<file path="src/rtl/pulse_transmitter_symbol_sequencer.sv">
// Symbol sequencer for the pulse transmitter.
// Buffers {level, duration} symbols in a small FIFO and feeds them to the
// repeating countdown timer. Duration and prescaler are loaded one cycle
// before timer enable. The pin level changes on each end-of-symbol pulse.
// Completion is flagged once the FIFO has run dry.
//
// Write handshake: a symbol is accepted on any rising edge where
// wr_valid && wr_ready. wr_ready is combinational !full and does not depend
// on wr_valid. A write presented while full is dropped, not held.
module pulse_transmitter_symbol_sequencer #(
    parameter int PRESCALER_WIDTH = 16,
    parameter int TIMER_WIDTH     = 8,
    parameter int FIFO_DEPTH      = 4
) (
    input  logic                               clk,
    input  logic                               sys_rst,
    input  logic                               start,
    input  logic                               stop,
    input  logic                               idle_level,
    input  logic [$clog2(PRESCALER_WIDTH)-1:0] cfg_prescaler,
    input  logic                               wr_valid,
    input  logic [TIMER_WIDTH:0]               wr_data,
    output logic                               wr_ready,
    output logic [$clog2(FIFO_DEPTH):0]        fifo_level,
    output logic                               timer_en,
    output logic [$clog2(PRESCALER_WIDTH)-1:0] timer_prescaler,
    output logic [TIMER_WIDTH-1:0]             timer_duration,
    input  logic                               timer_request_data,
    input  logic                               timer_pulse,
    output logic                               tx_out,
    output logic                               busy,
    output logic                               done
);

    localparam int PS_W  = $clog2(PRESCALER_WIDTH);
    localparam int PTR_W = $clog2(FIFO_DEPTH);
    localparam int LVL_W = PTR_W + 1;

    typedef enum logic [1:0] {
        S_IDLE  = 2'd0,
        S_PRIME = 2'd1,
        S_RUN   = 2'd2
    } state_t;

    // FIFO storage and bookkeeping
    logic [TIMER_WIDTH:0]   mem [FIFO_DEPTH];
    logic [PTR_W-1:0]       wr_ptr;
    logic [PTR_W-1:0]       rd_ptr;
    logic [LVL_W-1:0]       count;
    logic                   full;
    logic                   empty;
    logic                   push;
    logic                   pop;
    logic                   head_level;
    logic [TIMER_WIDTH-1:0] head_duration;

    // Sequencer state
    state_t                 state_q;
    state_t                 state_d;
    logic                   cur_level_q;
    logic                   next_level_q;
    logic                   next_valid_q;
    logic                   last_q;
    logic                   finish;

    // Next values of the registered outputs and internal flags
    logic                   timer_en_d;
    logic [PS_W-1:0]        timer_prescaler_d;
    logic [TIMER_WIDTH-1:0] timer_duration_d;
    logic                   tx_out_d;
    logic                   done_d;
    logic                   cur_level_d;
    logic                   next_level_d;
    logic                   next_valid_d;
    logic                   last_d;

    assign full          = (count == LVL_W'(FIFO_DEPTH));
    assign empty         = (count == '0);
    assign wr_ready      = !full;
    assign fifo_level    = count;
    assign push          = wr_valid && !full;
    assign head_level    = mem[rd_ptr][TIMER_WIDTH];
    assign head_duration = mem[rd_ptr][TIMER_WIDTH-1:0];
    assign busy          = (state_q != S_IDLE);
    // Normal end: last symbol's pulse with nothing pending and no more data
    assign finish        = (state_q == S_RUN) && timer_pulse && !next_valid_q && last_q;

    // FIFO payload storage, written on accepted symbols
    always_ff @(posedge clk) begin
        if (push) begin
            mem[wr_ptr] <= wr_data;
        end
    end

    // FIFO pointers and occupancy; pointers wrap naturally at FIFO_DEPTH
    always_ff @(posedge clk or posedge sys_rst) begin
        if (sys_rst) begin
            wr_ptr <= '0;
            rd_ptr <= '0;
            count  <= '0;
        end else begin
            if (push) wr_ptr <= wr_ptr + 1'b1;
            if (pop)  rd_ptr <= rd_ptr + 1'b1;
            case ({push, pop})
                2'b10:   count <= count + 1'b1;
                2'b01:   count <= count - 1'b1;
                default: count <= count;
            endcase
        end
    end

    // State register
    always_ff @(posedge clk or posedge sys_rst) begin
        if (sys_rst) begin
            state_q <= S_IDLE;
        end else begin
            state_q <= state_d;
        end
    end

    // Next-state logic; stop overrides everything
    always_comb begin
        state_d = state_q;
        if (stop) begin
            state_d = S_IDLE;
        end else begin
            case (state_q)
                S_IDLE:  if (start && !empty) state_d = S_PRIME;
                S_PRIME: state_d = S_RUN;
                S_RUN:   if (finish) state_d = S_IDLE;
                default: state_d = S_IDLE;
            endcase
        end
    end

    // Output and datapath next values, including the FIFO pop decision
    always_comb begin
        pop               = 1'b0;
        timer_en_d        = timer_en;
        timer_prescaler_d = timer_prescaler;
        timer_duration_d  = timer_duration;
        tx_out_d          = tx_out;
        done_d            = 1'b0;
        cur_level_d       = cur_level_q;
        next_level_d      = next_level_q;
        next_valid_d      = next_valid_q;
        last_d            = last_q;
        if (stop) begin
            timer_en_d   = 1'b0;
            tx_out_d     = idle_level;
            next_valid_d = 1'b0;
            last_d       = 1'b0;
        end else begin
            case (state_q)
                S_IDLE: begin
                    timer_en_d = 1'b0;
                    tx_out_d   = idle_level;
                    if (start && !empty) begin
                        pop               = 1'b1;
                        timer_duration_d  = head_duration;
                        cur_level_d       = head_level;
                        timer_prescaler_d = cfg_prescaler;
                    end
                end
                S_PRIME: begin
                    timer_en_d = 1'b1;
                    tx_out_d   = cur_level_q;
                end
                S_RUN: begin
                    if (finish) begin
                        timer_en_d = 1'b0;
                        tx_out_d   = idle_level;
                        done_d     = 1'b1;
                        last_d     = 1'b0;
                    end else begin
                        // Pulse consumes the pending level before a same-cycle request reloads it
                        if (timer_pulse && next_valid_q) begin
                            tx_out_d     = next_level_q;
                            next_valid_d = 1'b0;
                        end
                        if (timer_request_data) begin
                            if (!empty) begin
                                pop              = 1'b1;
                                timer_duration_d = head_duration;
                                next_level_d     = head_level;
                                next_valid_d     = 1'b1;
                            end else begin
                                last_d = 1'b1;
                            end
                        end
                    end
                end
                default: begin
                    timer_en_d = 1'b0;
                end
            endcase
        end
    end

    // Registered outputs and sequencing flags
    always_ff @(posedge clk or posedge sys_rst) begin
        if (sys_rst) begin
            timer_en        <= 1'b0;
            timer_prescaler <= '0;
            timer_duration  <= '0;
            tx_out          <= 1'b0;
            done            <= 1'b0;
            cur_level_q     <= 1'b0;
            next_level_q    <= 1'b0;
            next_valid_q    <= 1'b0;
            last_q          <= 1'b0;
        end else begin
            timer_en        <= timer_en_d;
            timer_prescaler <= timer_prescaler_d;
            timer_duration  <= timer_duration_d;
            tx_out          <= tx_out_d;
            done            <= done_d;
            cur_level_q     <= cur_level_d;
            next_level_q    <= next_level_d;
            next_valid_q    <= next_valid_d;
            last_q          <= last_d;
        end
    end

endmodule

</file>
<file path="config.mk">
export PLATFORM = sky130hd
export DESIGN_NAME = pulse_transmitter_symbol_sequencer
export DESIGN_NICKNAME = d
export VERILOG_FILES = /design/src/rtl/pulse_transmitter_symbol_sequencer.sv
export SDC_FILE = /design/constraint.sdc
export NUM_CORES = 1
export LEC_CHECK = 0
export CAP_MARGIN = 20
export CORE_MARGIN = 2
export CORE_UTILIZATION = 57
export CTS_CLUSTER_DIAMETER = 80
export DETAILED_ROUTE_END_ITERATION = 8
export GPL_ROUTABILITY_DRIVEN = 1
export PLACE_DENSITY_LB_ADDON = 0.1
export SLEW_MARGIN = 20
export SYNTH_ARGS = -nofsm -noshare
export SYNTH_HDL_FRONTEND = slang
export SYNTH_SLANG_ARGS = --single-unit
</file>
<file path="constraint.sdc">
create_clock -name clk -period 6.7 [get_ports clk]
set_clock_uncertainty 0.2 [all_clocks]
set_input_delay 1.34 -clock clk [delete_from_list [all_inputs] [get_ports clk]]
set_output_delay 1.34 -clock clk [all_outputs]
set_load 0.01 [all_outputs]
</file>
# After elaboration in Yosys (flattened, before gate mapping)

Memory sizes are Yosys's and may differ from the RTL's.
Cells that the tools add are included.

Register bits after elaboration: 28
Memory bits (writable): 36
Bits of input ports: 21
Output and inout bits: 20
Logic and storage cells: 98
Memories: 1

$add $sub $neg: 4
Equality and inequality tests: 13
Mux-type cells: 39
Bitwise operators: 3
Reduce and logical (&&, ||, !) cells: 25

Memories:

| name | depth | width | read ports | clocked after memory_dff | write ports | line | RTL |
|---|---|---|---|---|---|---|---|
| mem  | 4     | 9     | 1          | 0                        | 1           | 46   | `logic [TIMER_WIDTH:0] mem [FIFO_DEPTH];` |

Operators by type and width:

| operator              | count |
|---|---|
| $mux W8               | 4 |
| $mux W1               | 26 |
| $pmux W8 S2           | 1 |
| $ne A2 B2 Y1 const B  | 5 |
| $reduce_bool A2 Y1    | 4 |
| $logic_and A1 B1 Y1   | 6 |
| $mux W2               | 3 |
| $ne A3 B3 Y1 const B  | 2 |
| $pmux W2 S3           | 1 |
| $pmux W3 S2           | 1 |
| $reduce_and A2 Y1     | 3 |
| $reduce_and A3 Y1     | 2 |
| $reduce_and A6 Y1     | 1 |
| $reduce_bool A3 Y1    | 2 |
| $reduce_and A5 Y1     | 1 |
| $add A2 B1 Y2 const B | 2 |
| $eq A2 B1 Y1 const B  | 2 |
| $eq A2 B2 Y1 const B  | 2 |
| $ne A4 B3 Y1 const B  | 1 |
| $pmux W1 S2           | 2 |
| $reduce_bool A4 Y1    | 1 |
| $add A3 B1 Y3 const B | 1 |
| $eq A3 B3 Y1 const B  | 1 |
| $logic_not A1 Y1      | 3 |
| other kinds (5)       | 7 |

# Logic depth before layout (Yosys ltp)

Gate-level depths: netlist (run 1).

Word-level depth: 9
Mapped depth: 11
Mapped depth without buffers: 10

# Worst setup path before layout (run 1)

No wires, ideal clock.

Path kind: input to register
Start: input port stop
End: register count[2], in the netlist fifo_level[2]
Setup time: 79 ps
Data arrival time: 2811 ps
Required time: 6421 ps
Setup slack: 3609 ps
Stages on the path: 9
Cell sequence: buf_2 -> nor2_2 -> and2_1 -> ha_1 -> inv_1 -> fa_1 -> xor2_1 -> nor2_1 -> xor2_1

Longest elaborated chain between the ends: 3
Elaborated cells between the ends (all ways): 5
Classes of those cells: eq/ne: 2; mux: 2; reduce/logical: 1

RTL lines:

| item                                              | line | RTL |
|---|---|---|
| from (decl)                                       | 18   | `input logic stop,` |
| $mux W1 *                                         | 148  | `if (stop) begin` |
| named net pop                                     | 53   | `logic pop;` |
| $eq A2 B1 Y1 or $eq A2 B2 Y1 (tied branches)      | 104  | `case ({push, pop})` |
| $pmux W3 S2 or $reduce_bool A2 Y1 (tied branches) | --   |  |
| to (signal assigned)                              | 105  | `2'b10: count <= count + 1'b1;` |
| to (signal assigned)                              | 106  | `2'b01: count <= count - 1'b1;` |
| to (signal assigned)                              | 107  | `default: count <= count;` |
| to (decl)                                         | 49   | `logic [LVL_W-1:0] count;` |

The timed path passes the listed nets; every way through them passes the cells marked *.
A chain may end at the register's enable or synchronous reset.

# Worst setup path in the final report (run 1)

Ends and elaborated chain as after synthesis.

==> results of run 1 <==
-- cell type report --
cell class              count  share of cell area (%)
flip-flops and latches     64                   53.53
inverters                  11                   1.241
multi-input cells          85                   26.24
clock buffers              10                   3.835
well taps                  54                   2.030
repair buffers             40                   12.03
clock inverters             6                   1.090
-- placed cells by master, fill, tap and decap left out, drive strengths merged, types with 2 or more instances in the layout --
cell,instances
clkdlybuf4s50,40
edfxtp,36
dfrtp,28
mux2,15
inv,11
clkbuf,10
mux4,9
ha,9
nor2,7
nand3,5
and3,5
mux2i,4
clkinv,4
nand2,3
xor2,3
xnor2,3
o21ai,3
nor3,3
a21oi,2
and2,2
clkinvlp,2
-- routing by layer --
metal	vias up	share of wire [%]
met5	-	0
met4	0	1.5
met3	7	3.8
met2	38	52
met1	763	43
li1	708	-
-- synth_stat cells, types with 3 or more instances --
cell,count
mux2_4,5
nand2_1,3
xnor2_1,3
dfrtp_1,28
nor2_1,6
mux4_2,9
xor2_1,3
nand3_1,4
ha_1,9
o21ai_0,3
edfxtp_1,36
mux2i_1,4
and3_1,4
mux2_2,10
inv_1,11
-- cells by family (layout without fill, tap and decap cells) --
family / after synthesis / count (layout) / synth area share (%)
adder cells (fa/ha/maj): 10 / 10 / 4.840
flip-flops: 64 / 64 / 65.02
XOR/XNOR: 6 / 6 / 1.918
AO/OA/AOI/OAI: 12 / 12 / 3.151
buffers and inverters: 17 / 67 / 3.105
AND/OR/NAND/NOR: 29 / 29 / 6.256
multiplexers: 28 / 28 / 15.71
-- report_power, final --
group	switching (µW)	internal, µW
registers	92.7	539
logic	192	273
clock network	142	132
total	427	944
-- sequential cells by signal (all words and copies together) (netlist names) --
name             cells
last_q               1
wr_ptr               2
timer_en             1
tx_out               1
fifo_level           3
next_valid_q         1
cur_level_q          1
timer_prescaler      4
done                 1
timer_duration       8
rd_ptr               2
next_level_q         1
state_q              2
mem                 36
-- through the flow --
step	std cells	utilization, %
after floorplan	166	-
after global placement	254	67.44
after detailed placement	254	67.44
after CTS	270	70.93
after global routing	270	70.93
final	270	70.93
-- worst min path at each step --
stage | cells after the start | start | endpoint
3_5_place_dp | 1 | timer_duration[2]$_DFFE_PP0P_ | timer_duration[2]$_DFFE_PP0P_
2_1_floorplan | 1 | next_level_q$_DFFE_PP0P_ | next_level_q$_DFFE_PP0P_
3_3_place_gp | 1 | timer_duration[1]$_DFFE_PP0P_ | timer_duration[1]$_DFFE_PP0P_
6_report | 1 | timer_duration[7]$_DFFE_PP0P_ | timer_duration[7]$_DFFE_PP0P_
4_1_cts | 1 | timer_duration[7]$_DFFE_PP0P_ | timer_duration[7]$_DFFE_PP0P_
5_1_grt | 1 | next_level_q$_DFFE_PP0P_ | next_level_q$_DFFE_PP0P_
==> results.md, run 1 <==
* Status: finished, final reports clean
* Post-DRT Antenna Nets at 0
* Setup crit end: fifo_level[2]$_DFFE_PP0P_
* Final Hold Vio Count at 0
* CP most frequent cell: xor2_1
* Top Usage Layer GRT: met2
* Area of the core at between 4000 and 5000 µm²
* Top post-synthesis cells by area: edfxtp_1 (39%), dfrtp_1 (26%), mux4_2 (7.4%)
* Global-route wire length before repair at 8.224 mm
* Setup WS pre-CTS at just under 3 ns
* Antenna Cells at 0
* Hold_ws at 0.3081 ns
* CTS tree: yes
* FMAX at slightly below 300 MHz
* Area Overhead vs Synth at 21.46%
* Synth Flop Type: edfxtp_1
* Crit Reg-Reg Startpoint: state_q[0]$_DFFE_PP0P_
* Max_slew headroom at 54.86%
* GRT Util Overall at 21.49%
* Routability Congestion at 0.8522
* RSZ-0062 raised after global routing: no
* Starting Density at roughly 58%
* Register-to-register setup slack at between 4 and 5 ns
* Worst Slack Setup Final at approximately 3.3 ns
* Synth area leader: edfxtp_1
* Met2 Use GR at about a third
* WL/cell at about 18 µm
* Die Height at ~73 µm
* Max Root-Sink Buffers at 2
* Worst-path clk slew at around 0.070 ns
* GR Util met1 at 27.80%
* Yosys reg bits at between 60 and 70
* Clk Latency, worst-skew pair at approximately 0.33 ns
* Design Power at between 1000 and 1500 µW
* Routed WL at around 5 mm
* Startpoint Class: input pin
* Setup Total Neg Slack at 0 ns
* FP Rows at 25
* Clock root cell: clkbuf_8
* Worst Reg2Reg Path Length in Cells at 10
* CP Class: in2reg
* Worst path depth at 9
* Slew @ Worst Pin at 0.6770 ns
* Clock Sinks at between 60 and 70
* P_leak at about 0.0013 µW
* Detailed router's first-iteration violation count at around 130
* Max FO, Critical Path at 9
* Cells after Synth at 166
* H-tree Lvls at 3
* Crit path capture type: flop
* Synth Warn # at 0
* CP Launch Point: stop
* Arrival time worst endpoint at around 3.5 ns
* Period utilization at 50.67%
* Initial antenna violation count at 0
* Setup violators final at 0
* Number of synthesized flops with an enable pin at 36
* Area of the die at 5378 µm²
* Syn Nets at approximately 200
* Post-synth top area share at roughly 39%
* Minimum clock period at 3.395 ns
* I/O Buffers at 40
* Worst endpoint required time at 6.76 ns
* Detail Placement HPWL at approximately 3.4 mm
* CP top delay family: buffers and inverters
* Post CTS Setup Buffer Count at 0
* Max VDD drop at 0.2416 mV
* FILL cells at between 300 and 400
* Area of placed instances at between 3000 and 4000 µm²
* Global-route met3 utilization at between 4 and 5%
* TritonCTS Buffers at 9
* GR Overflow Total at 0
* Slowest CP cell: clkdlybuf4s50_1
* Crit-path cells: clkdlybuf4s50_1 > nor2_2 > and2_1 > ha_1 > inv_1 > fa_1 > xor2_1 > nor2_1 > xor2_1
* Syn avg cell area at 16.51 µm²
* Pwr/cell area at roughly 410 nW/µm²
* Final nets at between 200 and 250
* TritonRoute pass-1 iters at 5
* DRC violations left at 0
* Die span in x at around 73 µm
* Via count at 1516
* Worst R2R End: fifo_level[2]$_DFFE_PP0P_
* CP max stage delay at between 0.5 and 0.6 ns
* Layout cell share with drive strength beyond 1 at roughly a fifth
* Post-synth cell types at 38
* Final non-filler cell area at 3328 µm²
* Sequential area share after synthesis at around 65%
* Vias in the first global route at between 1500 and 2000
* Max cap viols at 0
* Max-slew violations at 0
* Hold-fix buffers, CTS at 0
* Flip-flop and latch area at 1782 µm²
* I/O pins at just over 40
* Largest net degree at the start of global routing at 29
* Post-Syn Area at about 2700 µm²
* Worst min path class: reg2reg
* Area of the multi-input gates at 873.3 µm²
* PostCTS Resize Cnt at 0
* Synth async-reset ratio at 43.75%
* Sum of buffers and inverters on the critical path at 2
* Via density at ~5.6
Note: power is estimated with default switching activity, not from simulation.
==> run 2, diff against run 1 <==
--- a/config.mk
+++ b/config.mk
@@ -7,7 +7,7 @@
 export LEC_CHECK = 0
 export CAP_MARGIN = 20
 export CORE_MARGIN = 2
-export CORE_UTILIZATION = 57
+export CORE_UTILIZATION = 48
 export CTS_CLUSTER_DIAMETER = 80
 export DETAILED_ROUTE_END_ITERATION = 8
 export GPL_ROUTABILITY_DRIVEN = 1
==> constraint.sdc (replaced) <==
create_clock -name clk -period 2.8 [get_ports clk]
set_clock_uncertainty 0.2 [all_clocks]
set_input_delay 0.56 -clock clk [delete_from_list [all_inputs] [get_ports clk]]
set_output_delay 0.56 -clock clk [all_outputs]
set_load 0.01 [all_outputs]
==> results.md, run 2 (same netlist as run 1, synthesis figures left out) <==
* Status: finished, final reports clean
* GRT Util Overall at a little under a fifth
* Hold-fix buffers, CTS at 0
* Sequential share of power at 41.0%
* Max cap viols at 0
* P_leak at approximately 0.0014 µW
* Setup Total Neg Slack at 0 ns
* Max FFs per register at 36
* Detailed router's first-iteration violation count at 42
* RSZ-0062 raised after global routing: no
* FP Rows at 27
* TritonCTS Buffers at 9
* Clock Sinks at 64
* FMAX at between 300 and 400 MHz
* GR Util met1 at 24.69%
* Switching power at about 1000 µW
* Die Height at around 80 µm
* Area of the die at ~6300 µm²
* CP Class: reg2out
* Gate power share at ~33%
* Max VDD drop at 0.6318 mV
* Layout cell share with drive strength beyond 1 at between 20% and 30%
* Max Root-Sink Buffers at 2
* Fin util at 63.78%
* Period utilization at approximately 91%
* Switching Fraction at between 20 and 30%
* Clk Latency, worst-skew pair at 0.33 ns
* Arrival time worst endpoint at ~1.8 ns
* Area of placed instances at about 3300 µm²
* Worst-path clk slew at roughly 0.070 ns
* Registers with the most flip-flops: mem x36, timer_duration x8, timer_prescaler x4
* Minimum clock period at roughly 2.5 ns
* Area of the core at between 5000 and 6000 µm²
* Design Power at approximately 3600 µW
* Die span in x at roughly 80 µm
* Most frequent cells in the layout: clkdlybuf4s50_1 (40), edfxtp_1 (36), dfrtp_1 (28)
* Final Hold Vio Count at 0
* H-tree Lvls at 3
* Global-route met3 utilization at 5.656%
* Max FO, Critical Path at 6
* Met2 Use GR at a little under a third
* Setup crit end: busy
* DRC violations left at 0
* Largest net degree at the start of global routing at 29
* Internal at ~2600 µW
* Commonest non-fill, non-tap cell in the layout: clkdlybuf4s50_1
* Antenna Cells at 0
* Final nets at ~250
* WL/cell at 17.75 µm
* Clock root cell: clkbuf_8
* Max_slew headroom at about two thirds
* CP Launch Point: state_q[0]$_DFFE_PP0P_
* GR Overflow Total at 0
* Via count at 1554
* Pwr/cell area at between 1000 and 1500 nW/µm²
* Post CTS Setup Buffer Count at 0
* PostCTS Resize Cnt at 0
* Startpoint Class: flop
* CTS tree: yes
* Via density at around 5.2
* Vias in the first global route at ~1700
* Register with the highest flop count: mem
* Crit Reg-Reg Startpoint: state_q[0]$_DFFE_PP0P_
* Worst endpoint required time at 2.04 ns
* Register-to-register setup slack at 0.39 ns
* Crit path capture type: output port
* Top Usage Layer GRT: met2
* Detail Placement HPWL at 3.663 mm
* FILL cells at about 430
* Setup violators final at 0
* Area Overhead vs Synth at 28.17%
* Worst Reg2Reg Path Length in Cells at 10
* Routability Congestion at 0.8129
* Worst min path class: reg2reg
* Starting Density at about half
* Post-DRT Antenna Nets at 0
* Max-slew violations at 0
* Clk pwr share at between 20% and 30%
* I/O pins at 41
* Initial antenna violation count at 0
* I/O Buffers at 40
* Final non-filler cell area at ~3500 µm²
* Global-route wire length before repair at roughly 8.6 mm
* Worst R2R End: fifo_level[2]$_DFFE_PP0P_
* Routed WL at around 5.3 mm
* Slew @ Worst Pin at between 0.5 and 0.6 ns
* TritonRoute pass-1 iters at 4
[run 2: cell types whose count changed in the layout (fill, tap and decap cells not counted), sizes merged]
cell	delta
buf	+11
bufinv	+3
clkbuf	-1
clkinv	-2
clkinvlp	-1
inv	+1
[run 2: worst min path at each step]
stage                                       start                            end  slack (ns)  cells after the start
finish              timer_duration[7]$_DFFE_PP0P_  timer_duration[7]$_DFFE_PP0P_        0.31                      1
global route        timer_duration[7]$_DFFE_PP0P_  timer_duration[7]$_DFFE_PP0P_        0.32                      1
CTS                 timer_duration[7]$_DFFE_PP0P_  timer_duration[7]$_DFFE_PP0P_        0.31                      1
detailed placement  timer_duration[2]$_DFFE_PP0P_  timer_duration[2]$_DFFE_PP0P_        0.29                      1
global placement    timer_duration[3]$_DFFE_PP0P_  timer_duration[3]$_DFFE_PP0P_        0.29                      1
floorplan                next_level_q$_DFFE_PP0P_       next_level_q$_DFFE_PP0P_        0.28                      1
[run 2: power groups by stage]
stage	clock, µW	combinational [µW]	sequential, µW
3_3_place_gp	0	1150	1490
4_1_cts	974	1200	1490
5_1_grt	1020	1280	1520
3_5_place_dp	0	1190	1500
6_report	951	1180	1480
2_1_floorplan	0	711	1480
[run 2: critical path, stage by stage (launching register included)]
cell,delay (ns)
dfrtp_1,0.41
inv_1,0.08
ha_1,0.21
buf_4,0.16
inv_1,0.05
clkdlybuf4s50_1,0.52
[run 2: cell type report]
type / count / area [µm²] / share of cell area [%]
multi-input combinational: 85 / 873.3 / 24.87
sequential: 64 / 1782 / 50.73
clock inverter: 7 / 118.9 / 3.384
clock buffer: 9 / 123.9 / 3.527
tap: 72 / 90.09 / 2.565
timing repair buffer: 51 / 483.0 / 13.75
inverter: 11 / 41.29 / 1.176
[run 2: layer usage]
layer | part of all wire, % | routed length [µm]
met5 | 0 | 0
met4 | 1.1 | 57
met3 | 3.3 | 175
met2 | 50 | 2647
met1 | 46 | 2425
[run 2: through the flow]
step           hold WS (ns)  worst slack, ns  cells
6_report             0.3100           0.2615    299
5_1_grt              0.3159           0.1584    299
4_1_cts              0.3097           0.2384    299
3_5_place_dp         0.2933         -0.01153    283
3_3_place_gp         0.2893          0.07270    283
2_1_floorplan        0.2798           0.4192    166
==> run 3, diff against run 2 <==
--- a/config.mk
+++ b/config.mk
@@ -6,12 +6,14 @@
 export NUM_CORES = 1
 export LEC_CHECK = 0
 export CAP_MARGIN = 20
+export CORE_ASPECT_RATIO = 1.4
 export CORE_MARGIN = 2
 export CORE_UTILIZATION = 48
 export CTS_CLUSTER_DIAMETER = 80
 export DETAILED_ROUTE_END_ITERATION = 8
 export GPL_ROUTABILITY_DRIVEN = 1
 export PLACE_DENSITY_LB_ADDON = 0.1
+export SETUP_SLACK_MARGIN = 0.05
 export SLEW_MARGIN = 20
 export SYNTH_ARGS = -nofsm -noshare
 export SYNTH_HDL_FRONTEND = slang
==> results.md, run 3 (same netlist as run 1, synthesis figures left out) <==
* Clock root cell: clkbuf_8
* Design Power at 3386 µW
* Hold_sp: timer_duration[0]$_DFFE_PP0P_
* H-tree Lvls at 3
* Non-filler cells, final at 292
* Max cap viols at 0
* Worst Reg2Reg Path Length in Cells at 10
* Starting Density at around 50%
* Most frequent cells in the layout: clkdlybuf4s50_1 (40), edfxtp_1 (36), dfrtp_1 (28)
* Largest net degree at the start of global routing at 29
* Via density at 5.212
* Startpoint Class: flop
* I/O Buffers at 40
* FMAX at between 400 and 500 MHz
* Worst Hold Path Cells at 1
* Final non-filler cell area at 3437 µm²
* Initial antenna violation count at 0
* Registers with the most flip-flops: mem x36, timer_duration x8, timer_prescaler x4
* Slew @ Worst Pin at about 0.66 ns
* FP Rows at 32
* CP Class: reg2reg
* Vias in the first global route at about 1600
* Register with the highest flop count: mem
* P_leak at between 0.001 and 0.0015 µW
* TritonRoute pass-1 iters at 4
* Final nets at 250
* Minimum clock period at approximately 2.5 ns
* Area Overhead vs Synth at 25.43%
* Worst-path clk slew at ~0.070 ns
* Setup violators final at 0
* Commonest non-fill, non-tap cell in the layout: clkdlybuf4s50_1
* Worst R2R End: fifo_level[2]$_DFFE_PP0P_
* Max-slew violations at 0
* Register-to-register setup slack at ~0.33 ns
* Global-route wire length before repair at about 8.0 mm
* Routed WL at approximately 4.9 mm
* Pwr/cell area at 985.3 nW/µm²
* Max_slew headroom at 55.85%
* Worst min path class: reg2reg
* Setup Total Neg Slack at 0 ns
* Crit Reg-Reg Startpoint: state_q[0]$_DFFE_PP0P_
* Antenna Cells at 0
* Period utilization at between 80% and 90%
* Die Height at roughly 93 µm
* Flip-flop and latch area at 1782 µm²
* Max VDD drop at approximately 0.63 mV
* Detail Placement HPWL at 3.462 mm
* Die span in x at between 60 and 70 µm
* GRT Util Overall at between 15 and 20%
* Worst Hold Path EP: timer_duration[0]$_DFFE_PP0P_
* I/O pins at 41
* Via count at between 1500 and 2000
* Hold-fix buffers, CTS at 0
* TritonCTS Buffers at 9
* Max FO, Critical Path at 7
* RSZ-0062 raised after global routing: no
* Clk Latency, worst-skew pair at between 0.3 and 0.4 ns
* Layout cell share with drive strength beyond 1 at a little under a quarter
* Routability Congestion at 0.7721
* Area of the multi-input gates at between 800 and 900 µm²
* CTS tree: yes
* Status: finished, final reports clean
* Arrival time worst endpoint at 2.53 ns
* Cells after DPL at about 280
* Detailed router's first-iteration violation count at 59
* Area of the die at roughly 6300 µm²
* Crit path capture type: flop
* PostCTS Resize Cnt at 0
* GR Overflow Total at 0
* FILL cells at 445
* Area of placed instances at roughly 3200 µm²
* Post-DRT Antenna Nets at 0
* WL/cell at roughly 17 µm
* Clock Sinks at between 60 and 70
* DRC violations left at 0
* Area of the core at ~5500 µm²
* Final Hold Vio Count at 0
* Fin util at a little over 60%
* Post CTS Setup Buffer Count at 0
* Worst endpoint required time at around 2.9 ns
* Max FFs per register at 36
* Max Root-Sink Buffers at 2
## run 3: changes by cell type in the layout (fill, tap and decap cells not counted), sizes merged
cell      change
bufinv        -2
clkinvlp      +2
buf           -3
## run 3: how the worst max path moves through the flow
stage	slack (ns)	start	depth (start not counted)	to
4_1_cts	0.32	state_q[0]$_DFFE_PP0P_	10	fifo_level[2]$_DFFE_PP0P_
3_5_place_dp	0.03	timer_pulse	10	fifo_level[2]$_DFFE_PP0P_
5_1_grt	0.12	state_q[0]$_DFFE_PP0P_	10	fifo_level[2]$_DFFE_PP0P_
2_1_floorplan	0.42	state_q[0]$_DFFE_PP0P_	11	fifo_level[2]$_DFFE_PP0P_
6_report	0.33	state_q[0]$_DFFE_PP0P_	10	fifo_level[2]$_DFFE_PP0P_
3_3_place_gp	0.08	timer_pulse	10	fifo_level[2]$_DFFE_PP0P_
## run 3: power breakdown
part | switching (µW) | total [µW] | leakage (µW) | internal, µW
Clock | 352 | 762 | 0.0000916 | 410
Sequential | 213 | 1500 | 0.000672 | 1290
Combinational | 454 | 1120 | 0.000594 | 668
## run 3: layer usage
layer | GRT usage (%) | up-vias | share of wire (%)
li1 | - | 719 | -
met1 | 20.68 | 770 | 39
met2 | 31.54 | 28 | 56
met3 | 3.129 | 5 | 3.6
met4 | 8.000 | 0 | 1.4
met5 | 0 | - | 0
## run 3: critical path: stages, from the launching register on
cell and delay (ns):
dfrtp_1 0.42, inv_1 0.09, ha_1 0.30, a32o_1 0.19, and2_1 0.16, ha_1 0.19, inv_1 0.06, fa_1 0.37
xor2_1 0.15, nor2_1 0.12, xor2_1 0.14
## run 3: layout make-up
cell class                 count  area share (%)
clock buffer                   9           3.604
clock inverter                 7           2.075
inverter                      11           1.201
multi-input combinational     85           25.41
sequential                    64           51.84
tap                           68           2.475
timing repair buffer          48           13.40
## run 3: through the flow
| stage | hold slack (ns) | setup slack (ns) |
|---|---|---|
| floorplan | 0.2798 | 0.4192 |
| global placement | 0.2872 | 0.07607 |
| detailed placement | 0.2946 | 0.03384 |
| CTS | 0.3103 | 0.3221 |
| global route | 0.3224 | 0.1241 |
| finish | 0.3074 | 0.3264 |
